==> config.mk <==
export PLATFORM = sky130hd
export DESIGN_NAME = am2940_dma_sequencer
export DESIGN_NICKNAME = d
export VERILOG_FILES = /design/src/rtl/am2940_dma_sequencer_pkg.sv /design/src/rtl/am2940_dma_sequencer_dma_timeout_cnt.sv /design/src/rtl/am2940_dma_sequencer.sv
export SDC_FILE = /design/constraint.sdc
export NUM_CORES = 1
export LEC_CHECK = 0
export ABC_CLOCK_PERIOD_IN_PS = 1900
export CORE_MARGIN = 3
export CORE_UTILIZATION = 43
export CTS_CLUSTER_DIAMETER = 80
export DETAILED_ROUTE_END_ITERATION = 7
export PLACE_DENSITY = 0.76
export SLEW_MARGIN = 20
export SYNTH_ARGS = -nofsm -noshare
export SYNTH_HDL_FRONTEND = slang
export SYNTH_HIERARCHICAL = 1
export SYNTH_SLANG_ARGS = --single-unit
==> constraint.sdc <==
create_clock -name clk -period 1.9 [get_ports clk]
set_clock_uncertainty 0.05 [all_clocks]
set_input_delay 0.38 -clock clk [delete_from_list [all_inputs] [get_ports clk]]
set_output_delay 0.38 -clock clk [all_outputs]
set_load 0.05 [all_outputs]
==> src/rtl/am2940_dma_sequencer_pkg.sv <==
// Shared definitions for the am2940 DMA sequencer: am2940 instruction codes,
// FSM state encoding and the Moore output decode for each state.
package am2940_dma_sequencer_pkg;

    typedef enum logic [2:0] {
        I_WR_CR   = 3'd0,
        I_RD_CR   = 3'd1,
        I_RD_WC   = 3'd2,
        I_RD_AC   = 3'd3,
        I_REINIT  = 3'd4,
        I_LD_ADDR = 3'd5,
        I_LD_WC   = 3'd6,
        I_EN_CNT  = 3'd7
    } am2940_instr_e;

    typedef enum logic [3:0] {
        S_IDLE  = 4'd0,
        S_LD_CR = 4'd1,
        S_LD_AD = 4'd2,
        S_LD_WC = 4'd3,
        S_ARM   = 4'd4,
        S_REQ   = 4'd5,
        S_STEP  = 4'd6,
        S_CHECK = 4'd7,
        S_FIN   = 4'd8,
        S_ERR   = 4'd9
    } dma_state_e;

    // Which shadow register drives D_IN of the generator.
    typedef enum logic [1:0] {
        D_ZERO = 2'd0,
        D_CTRL = 2'd1,
        D_ADDR = 2'd2,
        D_WC   = 2'd3
    } dsel_e;

    typedef struct packed {
        am2940_instr_e instr;
        dsel_e         dsel;
        logic          aci;
        logic          wci;
        logic          noea;
        logic          mem_req;
        logic          busy;
        logic          complete;
        logic          error;
    } dma_out_t;

    function automatic dma_out_t decode_state(input dma_state_e s);
        dma_out_t o;
        o.instr    = I_RD_CR;
        o.dsel     = D_ZERO;
        o.aci      = 1'b1;
        o.wci      = 1'b1;
        o.noea     = 1'b1;
        o.mem_req  = 1'b0;
        o.busy     = 1'b0;
        o.complete = 1'b0;
        o.error    = 1'b0;
        case (s)
            S_LD_CR: begin
                o.instr = I_WR_CR;
                o.dsel  = D_CTRL;
                o.busy  = 1'b1;
            end
            S_LD_AD: begin
                o.instr = I_LD_ADDR;
                o.dsel  = D_ADDR;
                o.busy  = 1'b1;
            end
            S_LD_WC: begin
                o.instr = I_LD_WC;
                o.dsel  = D_WC;
                o.busy  = 1'b1;
            end
            S_ARM, S_CHECK: begin
                o.instr = I_EN_CNT;
                o.busy  = 1'b1;
            end
            S_REQ: begin
                o.instr   = I_EN_CNT;
                o.noea    = 1'b0;
                o.mem_req = 1'b1;
                o.busy    = 1'b1;
            end
            // Carry-ins low for exactly one cycle: one address/word count step.
            S_STEP: begin
                o.instr = I_EN_CNT;
                o.aci   = 1'b0;
                o.wci   = 1'b0;
                o.noea  = 1'b0;
                o.busy  = 1'b1;
            end
            S_FIN: begin
                o.complete = 1'b1;
                o.busy     = 1'b1;
            end
            S_ERR: begin
                o.error = 1'b1;
            end
            default: ;
        endcase
        return o;
    endfunction

endpackage

==> src/rtl/am2940_dma_sequencer_dma_timeout_cnt.sv <==
// Counts REQ cycles without an acknowledge; expire flags the last allowed cycle.
module dma_timeout_cnt #(
    parameter int TIMEOUT = 15,
    parameter int TW      = 4
) (
    input  logic clk,
    input  logic res,
    input  logic clr,
    input  logic en,
    output logic expire
);

    localparam logic [TW-1:0] LAST = TW'(TIMEOUT - 1);

    logic [TW-1:0] tmo;

    always_ff @(posedge clk or posedge res) begin
        if (res) begin
            tmo <= '0;
        end else if (clr) begin
            tmo <= '0;
        end else if (en) begin
            tmo <= tmo + TW'(1);
        end
    end

    assign expire = (tmo == LAST);

endmodule

==> src/rtl/am2940_dma_sequencer.sv <==
// Upstream sequencer for am2940_top: programs control/address/word count, then runs
// req/ack memory beats with a counter step after each, until DONE, timeout or abort.
module am2940_dma_sequencer
    import am2940_dma_sequencer_pkg::*;
#(
    parameter int DW      = 4,
    parameter int TIMEOUT = 15,
    parameter int TW      = 4,
    parameter int BW      = 8
) (
    input  logic          clk,
    input  logic          res,
    input  logic          start,
    input  logic          abort,
    input  logic [DW-1:0] cfg_ctrl,
    input  logic [DW-1:0] cfg_addr,
    input  logic [DW-1:0] cfg_wc,
    input  logic          mem_ack,
    input  logic          done,
    output logic [2:0]    i_code,
    output logic [DW-1:0] d_out,
    output logic          aci,
    output logic          wci,
    output logic          noea,
    output logic          mem_req,
    output logic          busy,
    output logic          complete,
    output logic          error,
    output logic [BW-1:0] beat_cnt
);

    dma_state_e    state;
    dma_state_e    state_n;
    dma_out_t      outs;
    logic          tmo_expire;
    logic          take_start;
    logic [DW-1:0] ctrl_sh;
    logic [DW-1:0] addr_sh;
    logic [DW-1:0] wc_sh;

    dma_timeout_cnt #(
        .TIMEOUT (TIMEOUT),
        .TW      (TW)
    ) u_tmo (
        .clk    (clk),
        .res    (res),
        .clr    (state != S_REQ),
        .en     ((state == S_REQ) && !mem_ack),
        .expire (tmo_expire)
    );

    always_ff @(posedge clk or posedge res) begin
        if (res) begin
            state <= S_IDLE;
        end else begin
            state <= state_n;
        end
    end

    // abort outranks every other transition; done only matters once counters settled.
    always_comb begin
        state_n = state;
        if (abort && (state != S_IDLE)) begin
            state_n = S_IDLE;
        end else begin
            case (state)
                S_IDLE, S_ERR: if (start) state_n = S_LD_CR;
                S_LD_CR:       state_n = S_LD_AD;
                S_LD_AD:       state_n = S_LD_WC;
                S_LD_WC:       state_n = S_ARM;
                S_ARM, S_CHECK: state_n = done ? S_FIN : S_REQ;
                S_REQ: begin
                    if (mem_ack) begin
                        state_n = S_STEP;
                    end else if (tmo_expire) begin
                        state_n = S_ERR;
                    end
                end
                S_STEP:        state_n = S_CHECK;
                S_FIN:         state_n = S_IDLE;
                default:       state_n = S_IDLE;
            endcase
        end
    end

    assign take_start = ((state == S_IDLE) || (state == S_ERR)) && (state_n == S_LD_CR);

    // Shadow copies hold the programming values for the whole run.
    always_ff @(posedge clk) begin
        if (take_start) begin
            ctrl_sh <= cfg_ctrl;
            addr_sh <= cfg_addr;
            wc_sh   <= cfg_wc;
        end
    end

    always_ff @(posedge clk or posedge res) begin
        if (res) begin
            beat_cnt <= '0;
        end else if (take_start) begin
            beat_cnt <= '0;
        end else if (state == S_STEP) begin
            beat_cnt <= beat_cnt + BW'(1);
        end
    end

    assign outs     = decode_state(state);
    assign i_code   = outs.instr;
    assign aci      = outs.aci;
    assign wci      = outs.wci;
    assign noea     = outs.noea;
    assign mem_req  = outs.mem_req;
    assign busy     = outs.busy;
    assign complete = outs.complete;
    assign error    = outs.error;

    always_comb begin
        d_out = '0;
        case (outs.dsel)
            D_CTRL:  d_out = ctrl_sh;
            D_ADDR:  d_out = addr_sh;
            D_WC:    d_out = wc_sh;
            default: d_out = '0;
        endcase
    end

endmodule

==> results of run 1 <==
-- Yosys cell counts --
cell type,n
dfrtp_1,16
nor2_1,16
edfxtp_1,12
nand2_1,12
o21ai_0,8
a21oi_1,7
mux2i_1,6
nor3_1,6
xnor2_1,6
inv_1,5
nand3_1,4
nand4_1,4
nor2b_1,4
and3_1,3
clkbuf_1,3
ha_1,3
xor2_1,3
buf_1,2
buf_4,2
nand3b_1,2
a211oi_1,1
a21bo_2,1
a2bb2oi_1,1
a41o_1,1
and4bb_1,1
buf_2,1
inv_2,1
inv_4,1
mux2_4,1
nand2b_1,1
nor4_1,1
nor4_4,1
nor4b_1,1
nor4bb_1,1
o211a_1,1
o21bai_1,1
or2_2,1
-- final cells by class --
class / count / area (µm²) / area share, %
Clock buffer: 4 / 26.3 / 1.09
Inverter: 7 / 32.5 / 1.35
Multi-Input combinational cell: 98 / 820 / 34.0
Sequential cell: 28 / 766 / 31.7
Tap cell: 44 / 55.1 / 2.28
Timing Repair Buffer: 62 / 713 / 29.6
-- power by group --
part	switching, mW	leakage [nW]	internal [mW]
clock	0.168	0.0150	0.0821
sequential	0.0812	0.328	0.737
combinational	0.942	0.652	0.851
-- routing by layer --
layer | up-vias | share of wire (%)
met5 | - | 0
met3 | 8 | 4.3
met1 | 635 | 40
met2 | 47 | 53
li1 | 613 | -
met4 | 0 | 2.4
-- cells by family after synthesis --
logic type | Yosys count | share of synthesized area, %
compound gates | 21 | 8.83
xor+xnor | 9 | 5.40
buf+inv | 15 | 4.63
fa+ha+maj | 3 | 2.57
mux | 7 | 5.15
simple gates | 58 | 21.3
flops | 28 | 52.1
-- critical path, cell delays in order, from the launching register on --
cell,delay [ps]
dfrtp_2,480
nor4b_4,320
buf_6,170
nand2_2,70
o21ai_4,70
buf_12,150
-- worst max-delay path by stage --
stage                        start         end
after floorplan           state[0]        noea
after global placement       abort  addr_sh[1]
after detailed placement     abort  addr_sh[3]
after CTS                 state[0]    d_out[1]
after global routing      state[2]    d_out[2]
final                     state[0]    d_out[2]
-- layout by cell type, fill, tap and decap left out, types with 2 or more instances in the layout --
cell / count
nand2_1: 8
edfxtp_1: 12
buf_4: 23
nor2b_1: 3
nor2_1: 13
xor2_1: 3
o21ai_4: 4
inv_2: 2
dfrtp_1: 12
buf_6: 8
clkdlybuf4s50_1: 17
xnor2_1: 5
nand3_4: 2
nor2_4: 3
ha_1: 3
clkbuf_4: 3
inv_1: 3
nor3_1: 5
nand3b_1: 2
nand3_1: 2
a21oi_1: 6
nand2_2: 4
o21ai_0: 4
dfrtp_2: 4
mux2i_1: 4
nor4_4: 2
buf_12: 14
nand4_1: 4
and3_1: 2
-- state kept, by name, indices dropped and copies added (netlist names) --
signal and cells:
wc_sh 4, u_tmo/tmo 4, beat_cnt 8, addr_sh 4, state 4, ctrl_sh 4
-- through the flow --
| stage | total power, mW | instance area (µm²) | hold WS (ps) | instances |
|---|---|---|---|---|
| after floorplan | 1.65 | 1570 | 96.1 | 141 |
| after global placement | 2.29 | 2180 | 469 | 228 |
| after detailed placement | 2.32 | 2180 | 490 | 228 |
| after CTS | 2.73 | 2340 | 209 | 240 |
| after global routing | 2.96 | 2410 | 226 | 243 |
| final | 2.86 | 2410 | 212 | 243 |
-- what timing repair did --
item,4_1_cts,5_1_grt
buffers inserted,8,3
pin swaps,5,6
resized for setup,21,12
setup endpoints to repair,12,13
gates cloned,0,0
==> summary.md, run 1 <==
| Metric | Value |
|---|---|
| Outcome | complete, but fails checks |
| Final nets | 221 |
| Num rows | 20 |
| Hold Vio Cnt, Final | 0 |
| Post-synth cell types | 37 |
| Clk pin slew, worst setup/hold paths | 140 ps |
| PortBufs | 39 |
| Vias in the first global route | 1302 |
| CTS tree | done |
| Register area share after synthesis | 52.1% |
| Worst R2R End | u_tmo/tmo[3] |
| Met3 Resource Use GR | 2.46% |
| Initial antenna violation count | 0 |
| Final Util | 76.5% |
| Failing checks | setup timing |
| Ant. Diodes | 0 |
| Worst Tran Pin Value | 449 ps |
| Final WL | 4040 µm |
| Flop2flop setup slack | 100 ps |
| Full die area | 4130 µm² |
| Period utilisation layout | 106% |
| Cts bufs inserted | 3 |
| First-pass GRT wire length | 6180 µm |
| Max cap viols | 0 |
| Final Wtd Congestion | 0.807 |
| CP startpoint kind | flop |
| Max Fclk | 0.496 GHz |
| Routing usage on met2 | 32.6% |
| H-tree depth | 1 |
| TritonRoute pass-1 iters | 4 |
| CTS root buf | clkbuf_4 |
| Endpoint class of the critical path | primary output |
| Peak VDD IR | 0.615 mV |
| Die span in x | 64.2 µm |
| Max_slew headroom | 70.0% |
| Post-Syn Area | 1460 µm² |
| DRT antenna net count | 0 |
| GR Overflow Total | 0 |
| Vias | 1303 |
| Die H | 64.2 µm |
| Worst setup margin | -116 ps |
| Layout overhead on the synthesized area | 65.4% |
| Iter 0 DRT Violations | 76 |
| Top cell type's share of synthesized area | 27.4% |
| Slew Limit Fails | 0 |
| Yosys top cell by area | dfrtp_1 |
| CORE AREA | 3150 µm² |
| Power density cells | 1190 nW/µm² |
| Worst reg2reg startpoint | state[1] |
| Crit path DAT | 1590 ps |
| Pleak | 0.995 nW |
| Vias per cell | 5.36 |
| Initial core utilization | 46.3% |
| GRT Max-Usage Layer | met2 |
| Share of post-route cells with drive strength above 1 | 41.7% |
| Register bit count reported by yosys | 28 |
| Setup tns final | -758 ps |
| # DRC | 0 |
| Hold Crit Class | primary input to async pin |
| Warnings from Yosys | 6 |
| Met1 usage | 24.6% |
| Synth top area cells | dfrtp_1 27%, edfxtp_1 25%, mux2i_1 4.1% |
| Pre-CTS setup slack | 127 ps |
| GRT Overall Usage | 19.1% |
| Unrepaired setup endpoints after global routing | true |
| Crit Path Max Fanout | 6 |
| Num ports | 40 |
| Path depth of the worst reg2reg path | 6 |
| Critical path required time | 1470 ps |
| Post-Syn Instances | 141 |
| Crit path time final | 2020 ps |
| CP Class | flop to primary output |
| Mean Syn Cell Area | 10.3 µm² |
| Synth Net Count | 162 |
| Largest net degree at the start of global routing | 21 |
| Worst-Skew Late Latency | 320 ps |
| Hold-fix buffers, CTS | 0 |
| HPWL Detailed | 2630 µm |
| Clk sinks | 28 |
| Longest Clk Path Bufs | 2 |
| # setup viols final | 12 |
| Fillers | 198 |
| Routed length per instance | 16.6 µm |
Power figures use the tool's default switching activity.
==> run 2, diff against run 1 <==
--- a/config.mk
+++ b/config.mk
@@ -6,7 +6,7 @@
 export NUM_CORES = 1
 export LEC_CHECK = 0
 export ABC_CLOCK_PERIOD_IN_PS = 1900
-export CORE_MARGIN = 3
+export CAP_MARGIN = 10
 export CORE_UTILIZATION = 43
 export CTS_CLUSTER_DIAMETER = 80
 export DETAILED_ROUTE_END_ITERATION = 7
==> summary.md, run 2 (synthesis results as in run 1) <==
| Metric | Value |
|---|---|
| Crit Path Max Fanout | 8 |
| Number of flip-flops in the largest register | 8 |
| Critical path required time | 1470 ps |
| PortBufs | 39 |
| Routed length per instance | 16.5 µm |
| CP Class | flop to primary output |
| Final Wtd Congestion | 0.821 |
| Vias per cell | 5.43 |
| Die H | 60.2 µm |
| Share of post-route cells with drive strength above 1 | 42.9% |
| Outcome | complete, but fails checks |
| Crit path time final | 2010 ps |
| Full die area | 3630 µm² |
| Initial core utilization | 46.6% |
| Layout overhead on the synthesized area | 68.4% |
| Final nets | 220 |
| Placed cells | 226 |
| Worst-Skew Late Latency | 330 ps |
| Commonest non-fill, non-tap cell in the layout | buf_4 |
| Fillers | 185 |
| Max_slew headroom | 67.5% |
| GR Overflow Total | 0 |
| Failing checks | setup timing |
| Clk pin slew, worst setup/hold paths | 150 ps |
| Period utilisation layout | 106% |
| # setup viols final | 12 |
| Largest net degree at the start of global routing | 21 |
| Peak VDD IR | 0.551 mV |
| Num ports | 40 |
| Max Fclk | 0.496 GHz |
| Endpoint class of the critical path | primary output |
| Die span in x | 60.2 µm |
| Vias | 1314 |
| CORE AREA | 3130 µm² |
| Hold Vio Cnt, Final | 0 |
| Max cap viols | 0 |
| Hold Crit Class | primary input to async pin |
| Pwr Total | 3.05 mW |
| HPWL Detailed | 2490 µm |
| # DRC | 0 |
| Ant. Diodes | 0 |
| Pleak | 1.02 nW |
| Final WL | 4000 µm |
| Multi-input gate area | 838 µm² |
| Longest Clk Path Bufs | 2 |
| Register area | 766 µm² |
| H-tree depth | 1 |
| Vias in the first global route | 1344 |
| Unrepaired setup endpoints after global routing | true |
| Non-filler cells, final | 242 |
| Slew Limit Fails | 0 |
| Flop2flop setup slack | 60 ps |
| First-pass GRT wire length | 6200 µm |
| Clk sinks | 28 |
| Power density cells | 1240 nW/µm² |
| Cts bufs inserted | 3 |
| CTS tree | done |
| Iter 0 DRT Violations | 40 |
| TritonRoute pass-1 iters | 4 |
| Worst setup margin | -115 ps |
| Most frequent cells in the layout | 24 x buf_4, 17 x clkdlybuf4s50_1, 15 x buf_12 |
| GRT Overall Usage | 23.3% |
| Num rows | 20 |
| Initial antenna violation count | 0 |
| CTS root buf | clkbuf_4 |
| Largest Register | beat_cnt |
| CP startpoint kind | flop |
| DRT antenna net count | 0 |
| Crit path DAT | 1580 ps |
| Worst Tran Pin Value | 487 ps |
==> run 2: timing repair <==
item,in CTS,in global routing
pin swaps,7,1
resized for setup,19,17
setup endpoints to repair,13,25
hold buffers,0,0
hold endpoints to repair,0,0
setup buffers,9,3
==> run 2: cell type report <==
type / instances / area share, %
Inverter: 7 / 1.43
Sequential cell: 28 / 31.2
Tap cell: 44 / 2.24
Clock buffer: 3 / 0.916
Multi-Input combinational cell: 98 / 34.1
Clock inverter: 1 / 1.22
Timing Repair Buffer: 61 / 28.9
==> run 2: critical path, cell delays in order (launching register included) <==
cell     delay [ps]
dfrtp_2         520
buf_6           190
mux2i_2         290
o21ai_4         100
buf_12          150
==> run 2: metal layers <==
layer | GRT usage [%] | vias to the layer above | wire length [µm]
li1 | - | 613 | -
met1 | 29.0 | 648 | 1650
met2 | 39.6 | 43 | 2070
met3 | 4.98 | 10 | 161
met4 | 8.64 | 0 | 107
met5 | 0 | - | 0
==> run 2: worst paths after layout <==
| kind | startpoint | end | cells after the start |
|---|---|---|---|
| hold / removal | res | u_tmo/tmo[1] | 2 |
| hold reg to reg | beat_cnt[7] | beat_cnt[7] | 2 |
| setup reg to reg | state[0] | addr_sh[3] | 6 |
| setup / recovery | state[1] | d_out[0] | 4 |
| max in group asynchronous | res | state[3] | 2 |
| min in group clk | beat_cnt[7] | beat_cnt[7] | 2 |
==> run 2: power breakdown <==
| group | internal, mW | switching (mW) | total, mW |
|---|---|---|---|
| clock | 0.213 | 0.181 | 0.394 |
| combinational | 0.877 | 0.937 | 1.81 |
| sequential | 0.738 | 0.102 | 0.840 |
==> run 2: stage by stage <==
step / utilization (%) / hold WS [ps] / cell area, µm² / worst slack (ps) / setup TNS [ps]
final: 78.6 / 186 / 2460 / -115 / -873
after global routing: 78.6 / 204 / 2460 / -173 / -1550
after CTS: 75.5 / 186 / 2360 / -104 / -853
after detailed placement: 69.6 / 496 / 2180 / 113 / 0
after global placement: 69.6 / 490 / 2180 / 150 / 0
after floorplan: - / 96.1 / 1570 / 1.75 / 0
